File: src/rtl/ro_pkg.sv
// Shared types and helpers for the ring-oscillator sampling engine.
package ro_pkg;

   typedef enum logic [2:0] {
      IDLE,
      CLEAR,
      COLLECT,
      SETTLE,
      LATCH,
      DONE
   } state_t;

   typedef enum logic {
      ONE_SHOT,
      CONTINUOUS
   } mode_t;

   // Width needed to add n_banks counts of cnt_width bits without overflow.
   function automatic int unsigned full_sum_width(int unsigned cnt_width, int unsigned n_banks);
      return cnt_width + $clog2(n_banks);
   endfunction

endpackage

File: src/rtl/ro_masked_sum.sv
// Combinational masked sum of all RO bank counts, saturated to SUM_WIDTH bits.
module ro_masked_sum
   import ro_pkg::*;
#(
   parameter int unsigned N_BANKS   = 4,
   parameter int unsigned CNT_WIDTH = 14,
   parameter int unsigned SUM_WIDTH = 16
) (
   input  logic [N_BANKS*CNT_WIDTH-1:0] roc_cnt,
   input  logic [N_BANKS-1:0]           mask,
   output logic [SUM_WIDTH-1:0]         sum,
   output logic                         sat
);

   localparam int unsigned FullW = full_sum_width(CNT_WIDTH, N_BANKS);

   logic [FullW-1:0] full;

   always_comb begin
      full = '0;
      for (int i = 0; i < N_BANKS; i++) begin
         if (mask[i]) begin
            full = full + FullW'(roc_cnt[i*CNT_WIDTH +: CNT_WIDTH]);
         end
      end
   end

   if (FullW > SUM_WIDTH) begin : g_sat
      assign sat = |full[FullW-1:SUM_WIDTH];
      assign sum = sat ? '1 : full[SUM_WIDTH-1:0];
   end else begin : g_nosat
      assign sat = 1'b0;
      assign sum = SUM_WIDTH'(full);
   end

endmodule

File: src/rtl/ro_sample_engine.sv
// Ring-oscillator sampling engine: timed clear/collect/settle/latch windows feeding a
// single-entry valid/ready result slot with drop counting under backpressure.
module ro_sample_engine
   import ro_pkg::*;
#(
   parameter int unsigned N_BANKS          = 4,
   parameter int unsigned CNT_WIDTH        = 14,
   parameter int unsigned SUM_WIDTH        = 16,
   parameter int unsigned NUM_SAMPLE_WIDTH = 16,
   parameter int unsigned COLLECT_WIDTH    = 10,
   parameter int unsigned SETTLE_CYCLES    = 2,
   parameter int unsigned DROP_WIDTH       = 16
) (
   input  logic                          clk,
   input  logic                          rst,
   input  logic                          go,
   input  logic                          stop,
   input  logic                          cfg_continuous,
   input  logic [N_BANKS-1:0]            cfg_bank_mask,
   input  logic [NUM_SAMPLE_WIDTH-1:0]   cfg_num_samples,
   input  logic [COLLECT_WIDTH-1:0]      cfg_collect_cycles,
   output logic                          roc_rst,
   output logic [N_BANKS-1:0]            roc_en,
   input  logic [N_BANKS*CNT_WIDTH-1:0]  roc_cnt,
   output logic                          out_valid,
   input  logic                          out_ready,
   output logic [SUM_WIDTH-1:0]          out_data,
   output logic [NUM_SAMPLE_WIDTH-1:0]   out_index,
   output logic                          out_sat,
   output logic                          busy,
   output logic                          done,
   output logic [DROP_WIDTH-1:0]         drop_count
);

   localparam int unsigned SW = (SETTLE_CYCLES > 1) ? $clog2(SETTLE_CYCLES) : 1;
   localparam logic [SW-1:0] SettleLoad = (SETTLE_CYCLES > 0) ? SW'(SETTLE_CYCLES - 1) : '0;
   localparam state_t AfterCollect = (SETTLE_CYCLES == 0) ? LATCH : SETTLE;

   state_t                      state_q;
   mode_t                       mode_q;
   logic [N_BANKS-1:0]          mask_q;
   logic [NUM_SAMPLE_WIDTH-1:0] num_q;
   logic [COLLECT_WIDTH-1:0]    coll_q;
   logic [COLLECT_WIDTH-1:0]    win_cnt_q;
   logic [SW-1:0]               settle_cnt_q;
   logic [NUM_SAMPLE_WIDTH-1:0] idx_q;
   logic [NUM_SAMPLE_WIDTH-1:0] idx_inc;
   logic [N_BANKS-1:0]          roc_en_q;
   logic [SUM_WIDTH-1:0]        lat_data_q;
   logic                        lat_sat_q;
   logic [NUM_SAMPLE_WIDTH-1:0] lat_idx_q;
   logic                        pend_q;
   logic                        out_valid_q;
   logic [SUM_WIDTH-1:0]        out_data_q;
   logic [NUM_SAMPLE_WIDTH-1:0] out_index_q;
   logic                        out_sat_q;
   logic [DROP_WIDTH-1:0]       drop_q;
   logic [SUM_WIDTH-1:0]        sum;
   logic                        sat;
   logic                        start;

   ro_masked_sum #(
      .N_BANKS   (N_BANKS),
      .CNT_WIDTH (CNT_WIDTH),
      .SUM_WIDTH (SUM_WIDTH)
   ) u_sum (
      .roc_cnt (roc_cnt),
      .mask    (mask_q),
      .sum     (sum),
      .sat     (sat)
   );

   assign idx_inc = idx_q + 1'b1;
   assign start   = (state_q == IDLE) && go;

   // COLLECT lasts collect+1 cycles: the first loads roc_en, so the enable is high for
   // exactly collect cycles and drops on the first SETTLE cycle.
   always_ff @(posedge clk or posedge rst) begin
      if (rst) begin
         state_q      <= IDLE;
         mode_q       <= ONE_SHOT;
         mask_q       <= '0;
         num_q        <= '0;
         coll_q       <= '0;
         win_cnt_q    <= '0;
         settle_cnt_q <= '0;
         idx_q        <= '0;
         roc_en_q     <= '0;
         lat_data_q   <= '0;
         lat_sat_q    <= 1'b0;
         lat_idx_q    <= '0;
         pend_q       <= 1'b0;
      end else begin
         roc_en_q <= '0;
         pend_q   <= 1'b0;
         unique case (state_q)
            IDLE: begin
               if (go) begin
                  mode_q <= cfg_continuous ? CONTINUOUS : ONE_SHOT;
                  mask_q <= cfg_bank_mask;
                  num_q  <= cfg_num_samples;
                  coll_q <= cfg_collect_cycles;
                  idx_q  <= '0;
                  if (!cfg_continuous && (cfg_num_samples == '0)) state_q <= DONE;
                  else                                             state_q <= CLEAR;
               end
            end
            CLEAR: begin
               win_cnt_q <= (coll_q == '0) ? COLLECT_WIDTH'(1) : coll_q;
               state_q   <= stop ? DONE : COLLECT;
            end
            COLLECT: begin
               if (stop) begin
                  state_q <= DONE;
               end else if (win_cnt_q != '0) begin
                  roc_en_q  <= mask_q;
                  win_cnt_q <= win_cnt_q - 1'b1;
               end else begin
                  settle_cnt_q <= SettleLoad;
                  state_q      <= AfterCollect;
               end
            end
            SETTLE: begin
               if (stop)                     state_q <= DONE;
               else if (settle_cnt_q == '0)  state_q <= LATCH;
               else                          settle_cnt_q <= settle_cnt_q - 1'b1;
            end
            LATCH: begin
               lat_data_q <= sum;
               lat_sat_q  <= sat;
               lat_idx_q  <= idx_q;
               pend_q     <= 1'b1;
               idx_q      <= idx_inc;
               if (stop || ((mode_q == ONE_SHOT) && (idx_inc == num_q))) state_q <= DONE;
               else                                                       state_q <= CLEAR;
            end
            DONE: begin
               if (!go) state_q <= IDLE;
            end
            default: state_q <= IDLE;
         endcase
      end
   end

   // Single-entry result slot; a new sample never waits, it is dropped instead.
   always_ff @(posedge clk or posedge rst) begin
      if (rst) begin
         out_valid_q <= 1'b0;
         out_data_q  <= '0;
         out_index_q <= '0;
         out_sat_q   <= 1'b0;
         drop_q      <= '0;
      end else if (start) begin
         drop_q <= '0;
         if (out_ready) out_valid_q <= 1'b0;
      end else if (pend_q) begin
         if (!out_valid_q || out_ready) begin
            out_valid_q <= 1'b1;
            out_data_q  <= lat_data_q;
            out_index_q <= lat_idx_q;
            out_sat_q   <= lat_sat_q;
         end else if (drop_q != '1) begin
            drop_q <= drop_q + 1'b1;
         end
      end else if (out_ready) begin
         out_valid_q <= 1'b0;
      end
   end

   assign roc_rst    = (state_q == IDLE) || (state_q == CLEAR) || (state_q == DONE);
   assign roc_en     = roc_en_q;
   assign busy       = (state_q == CLEAR) || (state_q == COLLECT) || (state_q == SETTLE) ||
                       (state_q == LATCH);
   assign done       = (state_q == DONE);
   assign out_valid  = out_valid_q;
   assign out_data   = out_data_q;
   assign out_index  = out_index_q;
   assign out_sat    = out_sat_q;
   assign drop_count = drop_q;

endmodule

File: config.mk
export PLATFORM = sky130hd
export DESIGN_NAME = ro_sample_engine
export DESIGN_NICKNAME = d
export VERILOG_FILES = /design/src/rtl/ro_pkg.sv /design/src/rtl/ro_masked_sum.sv /design/src/rtl/ro_sample_engine.sv
export SDC_FILE = /design/constraint.sdc
export NUM_CORES = 1
export LEC_CHECK = 0
export CORE_MARGIN = 2
export CORE_UTILIZATION = 35
export CTS_BUF_LIST = sky130_fd_sc_hd__clkbuf_16
export DETAILED_ROUTE_END_ITERATION = 7
export PLACE_DENSITY = 0.67
export SYNTH_ARGS = -nofsm -noshare
export SYNTH_HDL_FRONTEND = slang
export SYNTH_SLANG_ARGS = --single-unit
File: constraint.sdc
create_clock -name clk -period 7.2 [get_ports clk]
set_input_delay 0.72 -clock clk [delete_from_list [all_inputs] [get_ports clk]]
set_output_delay 0.72 -clock clk [all_outputs]
set_load 0.05 [all_outputs]
==> summary.md, run 1 <==
| Metric | Value |
|---|---|
| CTS Hold Bufs | `0` |
| Max Fanout on Critical Path | `6` |
| Drt total wl | `roughly 23000 µm` |
| Area delta synth->final | `26.5%` |
| Via density | `5.10` |
| Mapped Area | `around 9000 µm²` |
| Reg area | `between 3000 and 4000 µm²` |
| Clk root buf | `clkbuf_16` |
| Largest net degree at the start of global routing | `slightly above 80` |
| Die Y | `between 150 and 200 µm` |
| Initial antenna violation count | `1` |
| Nets@finish | `around 1300` |
| Library cells used by synthesis | `64` |
| Routability cong. | `0.866` |
| Cell Rows | `58` |
| Dpl hpwl | `approximately 17000 µm` |
| Post-layout power | `0.00494 W` |
| Leak Pwr | `about 5.2 nW` |
| Hold Crit Class | `flip-flop to flip-flop` |
| Hold Crit Start | `lat_idx_q[9]` |
| Slowest cell on crit path | `clkdlybuf4s50_1` |
| Post-route ant nets | `0` |
| H-tree levels | `4` |
| Setup_tns | `0 ps` |
| WL/cell | `~15 µm` |
| Most used cell, CP | `ha_1` |
| DR pass1 iterations | `5` |
| CP Class | `primary input to flip-flop` |
| Total track usage | `17.6%` |
| Clock transition at path regs | `about 70 ps` |
| Die X | `approximately 160 µm` |
| Arr. time, crit path | `6580 ps` |
| Synth Flop Type | `dfrtp_1` |
| Final Hold Fails | `0` |
| Startpoint Class | `primary input` |
| Vias in the first global route | `between 7000 and 8000` |
| Final Instance Count excl. Fillers | `between 1000 and 1500` |
| Cts repair resizes | `0` |
| FFs w/ async S/R, synth | `100%` |
| I/O Buffers | `~150` |
| Worst setup EP type | `flip-flop` |
| Final setup viols | `0` |
| Post-synth EDFFs | `0` |
| Clock sinks | `147` |
| Peak Freq | `159 MHz` |
| Worst r2r src | `mask_q[0]` |
| R2R Setup Slk | `1040 ps` |
| Clk_lat worst skew | `~420 ps` |
| VDD IR max | `approximately 0.15 mV` |
| PwrDens | `around 430 nW/µm²` |
| CTS tree | `yes` |
| Slew at the pin closest to its max-slew limit | `about 1100 ps` |
| Total number of vias | `7609` |
| Worst Hold Path EP | `lat_idx_q[9]` |
| Required time worst endpoint | `~7500 ps` |
| Leading cell type in the layout, fill and taps excluded | `nand2_1` |
| Initial DRC Count | `around 380` |
| Worst reg2reg path endpoint | `lat_data_q[15]` |
| Count of boundary I/O pins | `149` |
| Global-route wire length before repair | `around 38000 µm` |
| Drt drc | `0` |
| Multi-input combinational cell area | `~5000 µm²` |
| Most frequent cells in the layout | `nand2_1 (206), dfrtp_1 (147), clkdlybuf4s50_1 (147), nor2_1 (79), o21ai_0 (70)` |
| Core ar. | `between 20000 and 30000 µm²` |
| Die footprint | `approximately 27000 µm²` |
| Placed Cells | `1458` |
| Ys Warns | `0` |
| Crit share post-route | `between 80% and 90%` |
| Syn nets | `about 1200` |
| WHS Path Cells | `2` |
| Mapped Cells | `1022` |
| Syn_area_per_cell | `8.79 µm²` |
| Starting Density | `between 30% and 40%` |
| Count of pins over their slew limit | `0` |
| Number of buffers created by CTS | `17` |
| Tmin final | `6300 ps` |
| R2R depth | `25` |
| Fin Hold WS | `471 ps` |
| Fillers | `approximately 2500` |
| Clock skew | `17.8 ps` |
| Worst path max stage delay | `between 400 and 500 ps` |
| Max Root-Sink Buffers | `2` |
| Setup Fix Bufs, Post-CTS | `0` |
| RSZ-0062 raised after global routing | `false` |
| Relative slew slack | `between 20% and 30%` |
| Status | `completed` |
| Total gr overflow | `0` |
| Max cap viols | `0` |
| Flops & latches, synth | `147` |
| Post-synthesis sequential area ratio | `between 40% and 50%` |
| Layout cells sized above 1 | `7.92%` |
==> per-stage QoR <==
stage                     worst slack, ps  util (%)  instance area, µm²
after CTS                             938      45.1               11400
after floorplan                      1610         -                8990
after detailed placement              532      42.7               10700
final                                 901      45.1               11400
after global placement                762      42.7               10700
after global routing                  359      45.1               11400
==> cells by family (layout without fill, tap and decap cells) <==
group	count (synthesis)	after routing	share of synthesized area [%]
adder cells (fa/ha/maj)	50	50	7.18
multiplexers	54	54	6.59
flip-flops	147	147	40.9
other	1	2	0.0417
AND/OR/NAND/NOR	400	400	19.6
AO/OA/AOI/OAI	217	217	15.1
XOR/XNOR	70	70	6.82
buffers and inverters	83	222	3.66
==> flip-flops by register name, indices dropped and copies added (netlist names), 10 cells and up <==
signal / cells
out_data: 16
num_q: 16
lat_data_q: 16
out_index: 16
win_cnt_q: 10
lat_idx_q: 16
coll_q: 10
idx_q: 16
drop_count: 16
==> cell type report <==
type	count	area share [%]
clock buffer	17	3.74
antenna	1	0.0220
tap	330	3.63
inverter	33	1.13
multi-input combinational	792	43.8
timing repair buffer	157	13.6
sequential	147	32.4
clock inverter	15	1.64
==> Yosys cell counts (25+ instances only) <==
master | instances | area share [%]
nand3_1 | 25 | 1.4
dfrtp_1 | 147 | 41
nor2_1 | 79 | 3.3
o21ai_0 | 70 | 3.9
ha_1 | 46 | 6.4
a21oi_1 | 53 | 3.0
xor2_1 | 33 | 3.2
inv_1 | 33 | 1.4
xnor2_1 | 37 | 3.6
nand2_1 | 207 | 8.6
clkbuf_1 | 39 | 1.6
mux2_2 | 41 | 5.1
==> power breakdown <==
part           internal, W  switching (W)
logic              0.00111        0.00156
registers          0.00112       0.000255
clock network     0.000471       0.000425
==> metal layers <==
metal	global-route usage [%]	part of all wire (%)
met1	24.0	47
met2	27.9	46
met3	3.59	4.3
met4	5.94	2.3
met5	0	0
==> how the worst max path moves through the flow <==
stage | from | endpoint | depth (start not counted)
2_1_floorplan | roc_cnt[0] | lat_data_q[15] | 26
3_3_place_gp | roc_cnt[0] | lat_data_q[15] | 27
3_5_place_dp | roc_cnt[0] | lat_data_q[15] | 26
4_1_cts | roc_cnt[0] | lat_data_q[15] | 26
5_1_grt | roc_cnt[0] | lat_data_q[15] | 26
6_report | roc_cnt[0] | lat_data_q[15] | 26
==> critical path, delay by kind of cell <==
| family | cells | cell delay [ps] |
|---|---|---|
| and+or+nand+nor | 5 | 690 |
| AOI/OAI and AO/OA | 11 | 2710 |
| muxes | 2 | 370 |
| xor gates and xnor gates | 2 | 230 |
| buffers and inverters | 2 | 500 |
| adders and majority gates | 4 | 1360 |
(Power assumes the default switching activity.)
==> inputs of run 2 (changes only) <==
Settings changed: SKIP_CTS_REPAIR_TIMING set to 1.
==> results of run 2 <==
The final DEF is identical to that of run 1; final timing and power are the same.
